## config.mk

```make
export PLATFORM = sky130hd
export DESIGN_NAME = muldiv_seq_flat
export DESIGN_NICKNAME = d
export VERILOG_FILES = /design/src/rtl/muldiv_seq_if.sv /design/src/rtl/muldiv_seq.sv /design/src/flat_wrapper.sv
export SDC_FILE = /design/constraint.sdc
export NUM_CORES = 1
export LEC_CHECK = 0
export ABC_AREA = 1
export CAP_MARGIN = 20
export CORE_ASPECT_RATIO = 0.8
export CORE_MARGIN = 5
export CORE_UTILIZATION = 50
export CTS_BUF_LIST = sky130_fd_sc_hd__clkbuf_8 sky130_fd_sc_hd__clkbuf_16
export DETAILED_ROUTE_END_ITERATION = 10
export PLACE_DENSITY = 0.74
export SLEW_MARGIN = 25
export SYNTH_ARGS = -nofsm -noshare
export SYNTH_HDL_FRONTEND = slang
export SYNTH_SLANG_ARGS = --single-unit
```

## constraint.sdc

```tcl
create_clock -name clk -period 8.2 [get_ports clk]
set_input_delay 1.64 -clock clk [delete_from_list [all_inputs] [get_ports clk]]
set_output_delay 1.64 -clock clk [all_outputs]
set_load 0.005 [all_outputs]
```

## src/rtl/muldiv_seq_if.sv

```systemverilog
// Handshake bundle between the EX stage and the iterative multiply sequencer.
// The pipeline side drives the request; the sequencer answers with stall/busy/done/result.
interface muldiv_seq_if #(
    parameter int XLEN   = 32,
    parameter int CTRL_W = 5
);
    logic              start;
    logic [CTRL_W-1:0] ctrl;
    logic [XLEN-1:0]   op_a;
    logic [XLEN-1:0]   op_b;
    logic              kill;
    logic              stall;
    logic              busy;
    logic              done;
    logic [XLEN-1:0]   result;

    modport master (
        output start, ctrl, op_a, op_b, kill,
        input  stall, busy, done, result
    );

    modport slave (
        input  start, ctrl, op_a, op_b, kill,
        output stall, busy, done, result
    );
endinterface

```

## src/rtl/muldiv_seq.sv

```systemverilog
// Radix-2 shift-add sequencer for MUL/MULH/MULHU/MULHSU: sign-magnitude operands,
// XLEN add/shift iterations, sign fix-up and word select in the final step.
module muldiv_seq #(
    parameter int XLEN   = 32,
    parameter int CTRL_W = 5
) (
    input  logic          clk,
    input  logic          rst_n,
    muldiv_seq_if.slave   bus
);
    localparam int CNT_W = $clog2(XLEN);
    localparam logic [CTRL_W-1:0] C_MUL    = CTRL_W'(10);
    localparam logic [CTRL_W-1:0] C_MULH   = CTRL_W'(11);
    localparam logic [CTRL_W-1:0] C_MULHU  = CTRL_W'(12);
    localparam logic [CTRL_W-1:0] C_MULHSU = CTRL_W'(13);

    typedef enum logic [1:0] {IDLE, PREP, CALC, FIN} state_t;

    state_t              state_reg, state_next;
    logic [CTRL_W-1:0]   ctrl_reg;
    logic [XLEN-1:0]     a_reg, b_reg;
    logic [XLEN-1:0]     mcand_reg;
    logic [2*XLEN:0]     acc_reg;
    logic [CNT_W-1:0]    cnt_reg;
    logic                neg_reg;
    logic [XLEN-1:0]     result_reg;

    logic                is_mul, accept, done;
    logic                a_neg, b_neg;
    logic [XLEN-1:0]     a_mag, b_mag;
    logic [XLEN:0]       hi_sum;
    logic [2*XLEN:0]     acc_step;
    logic [2*XLEN-1:0]   prod;
    logic [XLEN-1:0]     fin_word;

    assign is_mul = (bus.ctrl >= C_MUL) && (bus.ctrl <= C_MULHU + 1'b1) && (C_MULHSU == C_MULHU + 1'b1);
    assign accept = bus.start & is_mul & ~bus.kill;
    assign done   = (state_reg == FIN);

    assign bus.stall  = bus.start & is_mul & ~done & ~bus.kill;
    assign bus.busy   = (state_reg != IDLE);
    assign bus.done   = done;
    assign bus.result = result_reg;

    // Magnitudes of the latched operands; only MULH treats rs2 as signed.
    assign a_neg = ((ctrl_reg == C_MULH) || (ctrl_reg == C_MULHSU)) && a_reg[XLEN-1];
    assign b_neg = (ctrl_reg == C_MULH) && b_reg[XLEN-1];
    assign a_mag = a_neg ? -a_reg : a_reg;
    assign b_mag = b_neg ? -b_reg : b_reg;

    // One iteration: conditional add into the upper half, then shift {carry, acc} right.
    assign hi_sum   = acc_reg[2*XLEN:XLEN] + (acc_reg[0] ? {1'b0, mcand_reg} : '0);
    assign acc_step = {1'b0, hi_sum, acc_reg[XLEN-1:1]};
    assign prod     = neg_reg ? -acc_step[2*XLEN-1:0] : acc_step[2*XLEN-1:0];
    assign fin_word = (ctrl_reg == C_MUL) ? prod[XLEN-1:0] : prod[2*XLEN-1:XLEN];

    always_ff @(posedge clk or negedge rst_n) begin
        if (!rst_n) state_reg <= IDLE;
        else        state_reg <= state_next;
    end

    always_comb begin
        state_next = state_reg;
        case (state_reg)
            IDLE: if (accept) state_next = PREP;
            PREP: state_next = bus.kill ? IDLE : CALC;
            CALC: begin
                if (bus.kill)           state_next = IDLE;
                else if (cnt_reg == '0) state_next = FIN;
            end
            FIN:  state_next = IDLE;
            default: state_next = IDLE;
        endcase
    end

    always_ff @(posedge clk or negedge rst_n) begin
        if (!rst_n) begin
            ctrl_reg   <= '0;
            a_reg      <= '0;
            b_reg      <= '0;
            mcand_reg  <= '0;
            acc_reg    <= '0;
            cnt_reg    <= '0;
            neg_reg    <= 1'b0;
            result_reg <= '0;
        end else begin
            if (state_reg == IDLE && accept) begin
                ctrl_reg <= bus.ctrl;
                a_reg    <= bus.op_a;
                b_reg    <= bus.op_b;
            end
            if (state_reg == PREP) begin
                mcand_reg <= a_mag;
                acc_reg   <= {{(XLEN+1){1'b0}}, b_mag};
                neg_reg   <= a_neg ^ b_neg;
                cnt_reg   <= CNT_W'(XLEN-1);
            end
            if (state_reg == CALC) begin
                acc_reg <= acc_step;
                cnt_reg <= cnt_reg - 1'b1;
            end
            // The product word is captured on the last iteration so it is valid with done.
            if (state_reg == CALC && state_next == FIN)
                result_reg <= fin_word;
        end
    end
endmodule

```

## src/flat_wrapper.sv

```systemverilog
// flat-port wrapper written by rule: the top's interface ports become plain ports
module muldiv_seq_flat 
#(
    parameter int XLEN   = 32,
    parameter int CTRL_W = 5
)
  (clk, rst_n, bus_start, bus_ctrl, bus_op_a, bus_op_b, bus_kill, bus_stall, bus_busy, bus_done, bus_result);
  muldiv_seq_if #(.XLEN(XLEN), .CTRL_W(CTRL_W)) bus_i ();
  input  logic clk;
  input  logic rst_n;
  input wire logic [$bits(bus_i.start)-1:0] bus_start;
  input wire logic [$bits(bus_i.ctrl)-1:0] bus_ctrl;
  input wire logic [$bits(bus_i.op_a)-1:0] bus_op_a;
  input wire logic [$bits(bus_i.op_b)-1:0] bus_op_b;
  input wire logic [$bits(bus_i.kill)-1:0] bus_kill;
  output wire logic [$bits(bus_i.stall)-1:0] bus_stall;
  output wire logic [$bits(bus_i.busy)-1:0] bus_busy;
  output wire logic [$bits(bus_i.done)-1:0] bus_done;
  output wire logic [$bits(bus_i.result)-1:0] bus_result;
  assign bus_i.start = bus_start;
  assign bus_i.ctrl = bus_ctrl;
  assign bus_i.op_a = bus_op_a;
  assign bus_i.op_b = bus_op_b;
  assign bus_i.kill = bus_kill;
  assign bus_stall = bus_i.stall;
  assign bus_busy = bus_i.busy;
  assign bus_done = bus_i.done;
  assign bus_result = bus_i.result;
  muldiv_seq #(.XLEN(XLEN), .CTRL_W(CTRL_W)) u_core (.clk(clk), .rst_n(rst_n), .bus(bus_i));
endmodule
```

After elaboration in Yosys (flattened, before gate mapping)
Cells that the tools add are included.
{"block": "word_totals", "reg_bits": 206, "input_bits": 73, "wordCells": 54}
{"block": "op_classes", "n_addsub": 5, "order_cmp": 2, "n_eq_ne": 7, "mux": 14, "n_bitwise": 7, "n_reduce_logical": 10}
{"cell": "65-bit 2-to-1 mux", "count": 2}
{"cell": "32-bit 2-to-1 mux", "count": 4}
{"cell": "64-bit 2-to-1 mux", "count": 1}
{"cell": "32-bit negator", "count": 2}
{"cell": "64-bit negator", "count": 1}
{"cell": "33-bit adder", "count": 1}
{"cell": "5-bit by 4-bit equality test with 1-bit output, second input constant", "count": 3}
{"cell": "5-bit 2-to-1 mux", "count": 2}
{"cell": "2-bit 2-to-1 mux", "count": 4}
{"cell": "2-bit case mux with 4 select lines", "count": 1}
{"cell": "2-bit equality test, second input constant", "count": 3}
{"cell": "5-bit by 4-bit greater-or-equal comparator with 1-bit output, second input constant", "count": 1}
{"cell": "5-bit by 4-bit less-or-equal comparator with 1-bit output, second input constant", "count": 1}
{"cell": "1-bit logical AND", "count": 5}
{"cell": "5-bit logical NOT", "count": 1}
{"cell": "5-bit by 1-bit subtractor with 5-bit output, second input constant", "count": 1}
{"cell": "1-bit bitwise AND", "count": 4}
{"cell": "2-bit nonzero test", "count": 2}
{"cell": "2-bit by 1-bit equality test with 1-bit output, second input constant", "count": 1}
{"cell": "2-bit logical NOT", "count": 1}
{"cell": "1-bit inverter", "count": 2}
{"cell": "1-bit logical OR", "count": 1}
{"cell": "1-bit bitwise XOR", "count": 1}

Depth between registers and ports, before layout
Gate-level depths: netlist of run 1.
{"block": "depth", "depth_word": 8, "depth_mapped": 25}

Worst setup path before layout of run 1
No wires, ideal clock.
{"block": "synth_path", "kind": "input port to output port", "startpoint": "input bus_ctrl[1]", "endpoint": "output bus_stall", "t_arrival_ps": 2038, "required_ps": 6560, "path_slack_ps": 4522, "path_stages": 3, "path_cell_list": "xor2_1 > nand4_1 > nor2_1"}
{"block": "synth_via", "elab_chain_len": 5, "elab_cells_between_ends": 6}
{"item": "start: declaration", "line": "flat_wrapper.sv:12", "rtl": "input wire logic [$bits(bus_i.ctrl)-1:0] bus_ctrl;"}
{"item": "5-bit by 4-bit greater-or-equal comparator with 1-bit output / 5-bit by 4-bit less-or-equal comparator with 1-bit output (equally long branches)", "line": "muldiv_seq.sv:36", "rtl": "assign is_mul = (bus.ctrl >= C_MUL) && (bus.ctrl <= C_MULHU + 1'b1) && (C_MULHSU == C_MULHU + 1'b1);"}
{"item": "1-bit logical AND *", "line": "muldiv_seq.sv:36"}
{"item": "1-bit bitwise AND * (3 in series)", "line": "muldiv_seq.sv:40", "rtl": "assign bus.stall = bus.start & is_mul & ~done & ~bus.kill;"}
{"item": "end: declaration", "line": "flat_wrapper.sv:16", "rtl": "output wire logic [$bits(bus_i.stall)-1:0] bus_stall;"}
Mark *: on every way between the ends. The rest lies on a longest branch, timed or not.

Worst setup path in the final report of run 1
Same ends and word-level chain as after synthesis.

==> results summary, run 1 <==
After layout, the worst path uses 58.5% of the clock period. The run finished with clean final reports. The initial utilization of the core area, before any placement, comes to around half. The worst-margin pin slew came out at 1.02 ns. The total number of vias came out at roughly 14,000. The relative area change from synthesis to final layout came out at 14.3%. The CTS buffer count came out at 22. The clock-pin slew on the worst setup and hold paths is 0.06 ns. The synthesized net count came out at ~2,300. Setup repair after global routing left no endpoint under its margin. Entering global routing, the biggest net connects ~120 pins.

The placed wire-length estimate is 33,300 microns. The final hold violation count came out at 0. Measured against its own limit, the worst slew margin works out to 32.0%. The maximum resistive drop on vdd is 182 uV. The flip-flop and latch count after synthesis is between 200 and 250. For this design, the sink count on the clock tree is a little over 200. The worst hold path passes through 2 cells. After clock tree synthesis, the repair step resized 0 gates. The final standard cell area without fillers is about 0.017 sq mm. The cell count after synthesis came out at 2,190. The reg-to-reg endpoint is u_core.bus.result[30].

The synthesized area divided by synthesized cell count is 6.68 sq um. The worst setup path is captured at a primary output. The worst endpoint data arrival time is between 3 and 4 ns. Max-cap violations in this run came to 0.

The worst clock skew on the final layout is between 0.015 and 0.02 ns. The count of pins on the block boundary is between 100 and 150. The sequential cells in the finished layout cover a total of 0.00513 sq mm. In this run the critical register-to-register path is launched from u_core.acc_reg[0]. The number of fill cells in the layout is between 2,000 and 3,000. The setup slack after layout is roughly 3.4 ns. The longest clock path from root to sink contains 3 buffers. The leakage power is about 8.5 nW. The cell at the root of the clock tree is sky130_fd_sc_hd__clkbuf_16. The global-route usage over all layers is approximately a quarter. The antenna diode instance count is 0. The final layout net count is about 2,400. In the routed layout, each cell is associated on average with a via count of ~5.4.

The power per standard cell area came out at approximately 380 mW/mm^2. The number of cells on the worst reg-to-reg path came out at 19. The number of remaining DRC errors is 0. The final-layout setup total negative slack is 0 ns. The total overflow left after global routing is 0. The floorplan die width is about 200 microns. The instance area after placement is approximately 0.016 sq mm. The cell row count is 56. The total area of multi-input combinational cells is about 0.008 sq mm. The total setup violations reported at the end of the flow is 0.

The path with the worst hold slack has its endpoint at u_core.mcand_reg[4]. The final max-slew violation count is 0. For this run, the leading register cell type out of synthesis is sky130_fd_sc_hd__dfrtp_1. The number of global-route vias before repair is 13,400. Before CTS, the worst setup slack after placement is roughly 3.4 ns. The first detailed-routing pass took 5 iterations. The H-tree depth came out at 1. The total number of yosys warnings is 0. The CTS tree is done. The die covers ~0.033 sq mm.

The source of the worst hold timing path is u_core.mcand_reg[4]. The number of enable-type register cells in the synthesized netlist is 0. The global placement routability congestion is ~0.99.

Measured along the y axis, the die boundary spans ~160 microns. The netlist area before placement came out at 0.0146 sq mm. For the finished layout, the period the worst path requires is between 4 and 5 ns.

The minimum setup slack among reg-to-reg paths came out at around 4.5 ns. In this run the remaining antenna-violating nets after routing total 0. The first routing iteration left 1,687 violations.

The buffers inserted during post-CTS setup optimization is 0. The overall power after layout came out at roughly 6.4 mW. The timing-limited maximum frequency is roughly 210 MHz.

The async set-or-reset flop fraction in the synthesized netlist is between 90% and 100%. The first global-routing pass estimated ~70,000 microns of wire. The critical path is of the primary input to primary output type. For this block, the routed nets add up to ~43,000 microns of wire. STA classifies the critical path startpoint as a primary input. The critical path required time came out at 6.56 ns. Synthesis instantiated 47 different standard cells from the library. The per-cell routed wire length is 16.3 microns.

The number of port buffers is between 100 and 150. The share of the yosys chip area belonging to registers is a little over a third. The largest fanout on the critical path is 4.

The hold buffer count at CTS came out at 0. The classification of the worst-slack hold path is register to register. The number of flip-flops in the largest register came out at 64. The proportion of layout cells with a drive suffix above 1 came out at 7.89%. The source-to-sink clock delay at the later pin of the worst-skew pair is ~0.54 ns.

The core box area came out at 0.0291 sq mm. Hold timing on the final database bottoms out at a slack of 0.485 ns. The initial antenna violation count is 0.
how the worst max path moves through the flow:
| stage | from | endpoint | slack [ns] | cells past startpoint |
|---|---|---|---|---|
| after floorplan | bus_ctrl[1] | bus_stall | 4.52 | 3 |
| after global placement | bus_ctrl[1] | bus_stall | 3.38 | 5 |
| after detailed placement | bus_ctrl[1] | bus_stall | 3.41 | 5 |
| after CTS | bus_ctrl[1] | bus_stall | 3.40 | 5 |
| after global routing | bus_ctrl[1] | bus_stall | 3.31 | 5 |
| final | bus_ctrl[1] | bus_stall | 3.41 | 5 |
per-stage QoR:
stage | utilization, % | cells
finish | 57.5 | 2657
global route | 57.5 | 2657
CTS | 57.5 | 2657
detailed placement | 55.0 | 2618
global placement | 55.0 | 2618
floorplan | - | 2190
placed cells by master, fill, tap and decap left out, types with 3 or more instances in the layout:
master / instances
sky130_fd_sc_hd__clkdlybuf4s50_1: 106
sky130_fd_sc_hd__nand3_2: 15
sky130_fd_sc_hd__nor2_2: 20
sky130_fd_sc_hd__clkbuf_16: 22
sky130_fd_sc_hd__nand2_2: 40
sky130_fd_sc_hd__nand3_1: 130
sky130_fd_sc_hd__o21ai_1: 5
sky130_fd_sc_hd__o21ai_2: 4
sky130_fd_sc_hd__clkinv_2: 7
sky130_fd_sc_hd__nor3_2: 7
sky130_fd_sc_hd__nand3b_1: 7
sky130_fd_sc_hd__a21o_1: 3
sky130_fd_sc_hd__nand4_1: 25
sky130_fd_sc_hd__o22ai_1: 6
sky130_fd_sc_hd__nor4_1: 8
sky130_fd_sc_hd__xor2_1: 53
sky130_fd_sc_hd__buf_4: 8
sky130_fd_sc_hd__xnor2_1: 4
sky130_fd_sc_hd__clkbuf_8: 7
sky130_fd_sc_hd__a21oi_2: 8
sky130_fd_sc_hd__inv_1: 294
sky130_fd_sc_hd__nand2_1: 680
sky130_fd_sc_hd__o221ai_1: 26
sky130_fd_sc_hd__a31oi_1: 21
sky130_fd_sc_hd__inv_2: 22
sky130_fd_sc_hd__nor3_1: 24
sky130_fd_sc_hd__dfrtp_1: 205
sky130_fd_sc_hd__nor2_1: 175
sky130_fd_sc_hd__a21oi_1: 77
sky130_fd_sc_hd__nor2_4: 10
sky130_fd_sc_hd__clkinv_1: 7
sky130_fd_sc_hd__o21ai_0: 183
sky130_fd_sc_hd__o21bai_1: 6
sky130_fd_sc_hd__ha_1: 41
sky130_fd_sc_hd__or2_2: 3
sky130_fd_sc_hd__and2_1: 3
final cells by class:
type,instances,share of cell area (%)
Inverter,321,7.21
Sequential cell,205,30.7
Multi-Input combinational cell,1599,48.1
Clock buffer,28,3.79
Timing Repair Buffer,116,6.86
Tap cell,377,2.82
Clock inverter,11,0.479
cell usage after synthesis, types with 7 or more instances:
cell type | count | share of area [%]
sky130_fd_sc_hd__nand3b_1 | 7 | 0.36
sky130_fd_sc_hd__nand2_2 | 40 | 1.7
sky130_fd_sc_hd__inv_2 | 21 | 0.54
sky130_fd_sc_hd__nand3_2 | 15 | 1.0
sky130_fd_sc_hd__nand2_1 | 680 | 17
sky130_fd_sc_hd__ha_1 | 41 | 3.5
sky130_fd_sc_hd__clkbuf_1 | 52 | 1.3
sky130_fd_sc_hd__xor2_1 | 53 | 3.2
sky130_fd_sc_hd__a21oi_1 | 77 | 2.6
sky130_fd_sc_hd__nor2_1 | 176 | 4.5
sky130_fd_sc_hd__o21ai_0 | 183 | 6.3
sky130_fd_sc_hd__clkinv_1 | 8 | 0.21
sky130_fd_sc_hd__nor2_4 | 9 | 0.69
sky130_fd_sc_hd__dfrtp_1 | 205 | 35
sky130_fd_sc_hd__buf_1 | 7 | 0.18
sky130_fd_sc_hd__nor4_1 | 8 | 0.34
sky130_fd_sc_hd__nor3_1 | 24 | 0.82
sky130_fd_sc_hd__a31oi_1 | 21 | 0.90
sky130_fd_sc_hd__inv_1 | 292 | 7.5
sky130_fd_sc_hd__a21oi_2 | 8 | 0.48
sky130_fd_sc_hd__nor3_2 | 7 | 0.48
sky130_fd_sc_hd__nand3_1 | 130 | 4.4
sky130_fd_sc_hd__o221ai_1 | 26 | 1.6
sky130_fd_sc_hd__nor2_2 | 20 | 0.86
sky130_fd_sc_hd__nand4_1 | 25 | 1.1
worst max-delay path, stage by stage:
cell and delay [ns]:
sky130_fd_sc_hd__clkdlybuf4s50_1 0.49, sky130_fd_sc_hd__xor2_1 0.14, sky130_fd_sc_hd__nand4_1 0.21, sky130_fd_sc_hd__nor2_1 0.15, sky130_fd_sc_hd__clkdlybuf4s50_1 0.52
where the power goes:
part | internal [mW] | switching, mW
sequential | 1.45 | 0.379
combinational | 1.20 | 2.38
clock | 0.548 | 0.433
logic make-up after synthesis:
| group | count (synthesis) | share of synthesized area [%] |
|---|---|---|
| buffers and inverters | 386 | 10.0 |
| flip-flops | 205 | 35.1 |
| adder cells (fa/ha/maj) | 42 | 3.64 |
| AND/OR/NAND/NOR | 1152 | 34.4 |
| AO/OA/AOI/OAI | 348 | 13.4 |
| XOR/XNOR | 57 | 3.41 |
layer usage:
metal	vias up	part of all wire, %	GRT usage, %	wire, microns
met4	0	2.5	5.87	1080
met5	-	0	0	0
met3	67	7.8	4.30	3380
li1	7155	-	-	-
met1	6649	48	39.6	20800
met2	589	42	38.8	18000
No activity file was read; power rests on OpenSTA's default activity.
==> run 2, diff against run 1 <==
--- a/config.mk
+++ b/config.mk
@@ -12,7 +12,7 @@
 export CORE_UTILIZATION = 50
 export CTS_BUF_LIST = sky130_fd_sc_hd__clkbuf_8 sky130_fd_sc_hd__clkbuf_16
 export DETAILED_ROUTE_END_ITERATION = 10
-export PLACE_DENSITY = 0.74
+export PLACE_DENSITY = 0.76
 export SLEW_MARGIN = 25
 export SYNTH_ARGS = -nofsm -noshare
 export SYNTH_HDL_FRONTEND = slang
==> constraint.sdc (replaced) <==
create_clock -name clk -period 3.93 [get_ports clk]
set_input_delay 0.786 -clock clk [delete_from_list [all_inputs] [get_ports clk]]
set_output_delay 0.786 -clock clk [all_outputs]
set_load 0.005 [all_outputs]
==> results summary, run 2 (same netlist as run 1, synthesis figures left out) <==
Status: completed (unchanged). The final layout net count came out at 2,393 (was 2,380). The final hold violation count is 0 (unchanged). The total wire length is 45,600 microns (was 43,300 microns). The floorplan die width came out at 201 microns (unchanged). The kind of launch point of the worst setup path is a register (was primary input). RSZ-0062 raised after global routing: no (unchanged). The effective utilization at floorplan is 50.3% (unchanged). The worst endpoint data arrival time was 3.89 ns (was 3.15 ns).

The cell row count came to 56 (unchanged). The CTS buffer count was 24 (was 22). The clock sink total came to 205 (unchanged). The core box area is 0.0291 sq mm (unchanged).

The timing-limited maximum frequency came out at a little under 300 MHz. The classification of the worst-slack hold path is primary input to asynchronous set/reset pin (was register to register). The final standard cell utilization of the core came out at 58.3% (was 57.5%). The sequential cell area came out at 0.00513 sq mm (unchanged).

The critical path class is register to register (was primary input to primary output). The relative area change from synthesis to final layout came to 15.9% (was 14.3%). The die height was 163 microns (unchanged). The global-route usage over all layers was 27.5% (was 25.9%). The total setup violations reported at the end of the flow came out at 0 (unchanged). The iteration count of the initial detailed-routing pass was 6 (was 5). The remaining global-route overflow came out at 0 (unchanged).

Commonest cells after routing, fill and taps aside: 680 x sky130_fd_sc_hd__nand2_1, 296 x sky130_fd_sc_hd__inv_1, 205 x sky130_fd_sc_hd__dfrtp_1 (was 680 x sky130_fd_sc_hd__nand2_1, 294 x sky130_fd_sc_hd__inv_1, 205 x sky130_fd_sc_hd__dfrtp_1). The detail-routed via count per cell came out at 5.49 (was 5.44). The pin count of the biggest net entering global routing is 92 (was 116). The number of remaining DRC errors came out at 0 (unchanged). The H-tree depth came out at 1 (unchanged). The initial antenna violation count is 0 (unchanged). The source-to-sink clock delay at the later pin of the worst-skew pair came to 0.56 ns (was 0.54 ns). The final max-slew violation count is 0 (unchanged). The worst-margin pin slew came to 0.767 ns (was 1.02 ns). The final-layout setup total negative slack is 0 ns (unchanged).

The number of port buffers is 107 (unchanged). The max-capacitance violation count is 0 (unchanged). The antenna diode instance count is 0 (unchanged). The number of routed nets with antenna violations came to 0 (unchanged).

Of the available clock period, the critical path in the final layout requires 87.5%. The total number of vias is 14,700 (was 14,500). The first-iteration detailed-routing DRC count came out at 1,573 (was 1,687). The clock-pin slew on the worst setup and hold paths came out at 0.07 ns (was 0.06 ns).

The placed wire-length estimate came to 35,300 microns (was 33,300 microns). The maximum resistive drop on vdd came out at 435 uV (was 182 uV). The critical path required time came out at 4.38 ns (was 6.56 ns). The post-route minimum period is roughly 3.4 ns. The wire length of the first global-routing pass is 73,600 microns (was 69,800 microns). The proportion of layout cells with a drive suffix above 1 came out at 8.37% (was 7.89%).

The buffers inserted during post-CTS setup optimization came to 0 (unchanged). The count of pins on the block boundary is 108 (unchanged). The number of flip-flops in the largest register came out at 64 (unchanged). The most frequent standard cell in the layout excluding fill and tap cells is sky130_fd_sc_hd__nand2_1 (unchanged). The global placement routability congestion came to 1.03 (was 0.988).

The capturing element type of the critical path is a register (was primary output). The overall power after layout was 13.8 mW (was 6.40 mW). The power per standard cell area came out at 812 mW/mm^2 (was 383 mW/mm^2). The CTS tree was done (unchanged). The maximum root-to-sink buffer count was 3 (unchanged).

The full die area came out at 0.0328 sq mm (unchanged). The leakage power is 8.60 nW (was 8.50 nW). The total area of multi-input combinational cells came out at 0.00805 sq mm (unchanged). The per-cell routed wire length was 17.1 microns (was 16.3 microns).

The number of gates resized after cts came out at 0 (unchanged). The largest fanout on the critical path came out at 23 (was 4). The worst clock skew on the final layout came out at 0.0250 ns (was 0.0154 ns).

The number of global-route vias before repair came out at 13,800 (was 13,400). The number of fill cells in the layout is 2,768 (was 2,801). The cell at the root of the clock tree is sky130_fd_sc_hd__clkbuf_16 (unchanged). The worst max-slew margin expressed relative to the limit came to 48.8% (was 32.0%). The hold buffer count at CTS came out at 0 (unchanged).
-- run 2: final cells by class --
type	count	share of cell area [%]
timing repair buffer	127	7.38
clock buffer	27	3.79
sequential	205	30.3
clock inverter	16	1.18
tap	377	2.78
inverter	321	7.11
multi-input combinational	1599	47.5
-- run 2: path summary, 6_finish.rpt --
| check | start | to | slack (ns) | depth (start not counted) |
|---|---|---|---|---|
| max reg2reg | u_core.acc_reg[0] | u_core.bus.result[25] | 0.49 | 20 |
| max | u_core.acc_reg[0] | u_core.bus.result[25] | 0.49 | 20 |
| min reg2reg | u_core.mcand_reg[30] | u_core.mcand_reg[30] | 0.48 | 2 |
| max in group asynchronous | rst_n | u_core.b_reg[10] | 2.74 | 2 |
| min | rst_n | u_core.acc_reg[53] | 0.29 | 1 |
| min in group clk | u_core.mcand_reg[30] | u_core.mcand_reg[30] | 0.48 | 2 |
-- run 2: power breakdown --
group | internal, mW | leakage (nW) | total [mW] | switching, mW
Clock | 1.38 | 0.412 | 2.35 | 0.966
Combinational | 2.58 | 5.64 | 7.59 | 5.01
Sequential | 3.03 | 2.55 | 3.82 | 0.796
-- run 2: per-stage QoR --
stage / hold slack (ns) / cells / setup WS, ns / instance area [sq um]
floorplan: 0.448 / 2190 / 1.08 / 14600
global placement: 0.467 / 2629 / 0.592 / 16100
detailed placement: 0.471 / 2629 / 0.587 / 16100
CTS: 0.322 / 2672 / 0.530 / 16900
global route: 0.353 / 2672 / 0.232 / 16900
finish: 0.292 / 2672 / 0.493 / 16900
-- run 2: worst max-delay path, cell delays in order (launching register included) --
cell,delay [ns]
sky130_fd_sc_hd__dfrtp_1,0.50
sky130_fd_sc_hd__buf_12,0.22
sky130_fd_sc_hd__nand2_1,0.07
sky130_fd_sc_hd__inv_1,0.04
sky130_fd_sc_hd__ha_1,0.47
sky130_fd_sc_hd__nand2_2,0.17
sky130_fd_sc_hd__nor2_4,0.14
sky130_fd_sc_hd__nand2_1,0.12
sky130_fd_sc_hd__clkinv_1,0.07
sky130_fd_sc_hd__nand2_1,0.08
sky130_fd_sc_hd__nand2_2,0.13
sky130_fd_sc_hd__nand2_1,0.06
sky130_fd_sc_hd__nand2_1,0.19
sky130_fd_sc_hd__nand2_1,0.12
sky130_fd_sc_hd__nor2_1,0.19
sky130_fd_sc_hd__inv_1,0.07
sky130_fd_sc_hd__o21ai_2,0.25
sky130_fd_sc_hd__nand2_1,0.08
sky130_fd_sc_hd__nand2_1,0.06
sky130_fd_sc_hd__nand3_1,0.11
sky130_fd_sc_hd__a21oi_1,0.18
-- run 2: routing by layer --
layer	wire, microns	global-route usage (%)
met1	21500	41.5
met4	1280	7.39
met3	3700	4.30
met5	0	0
met2	19100	41.2
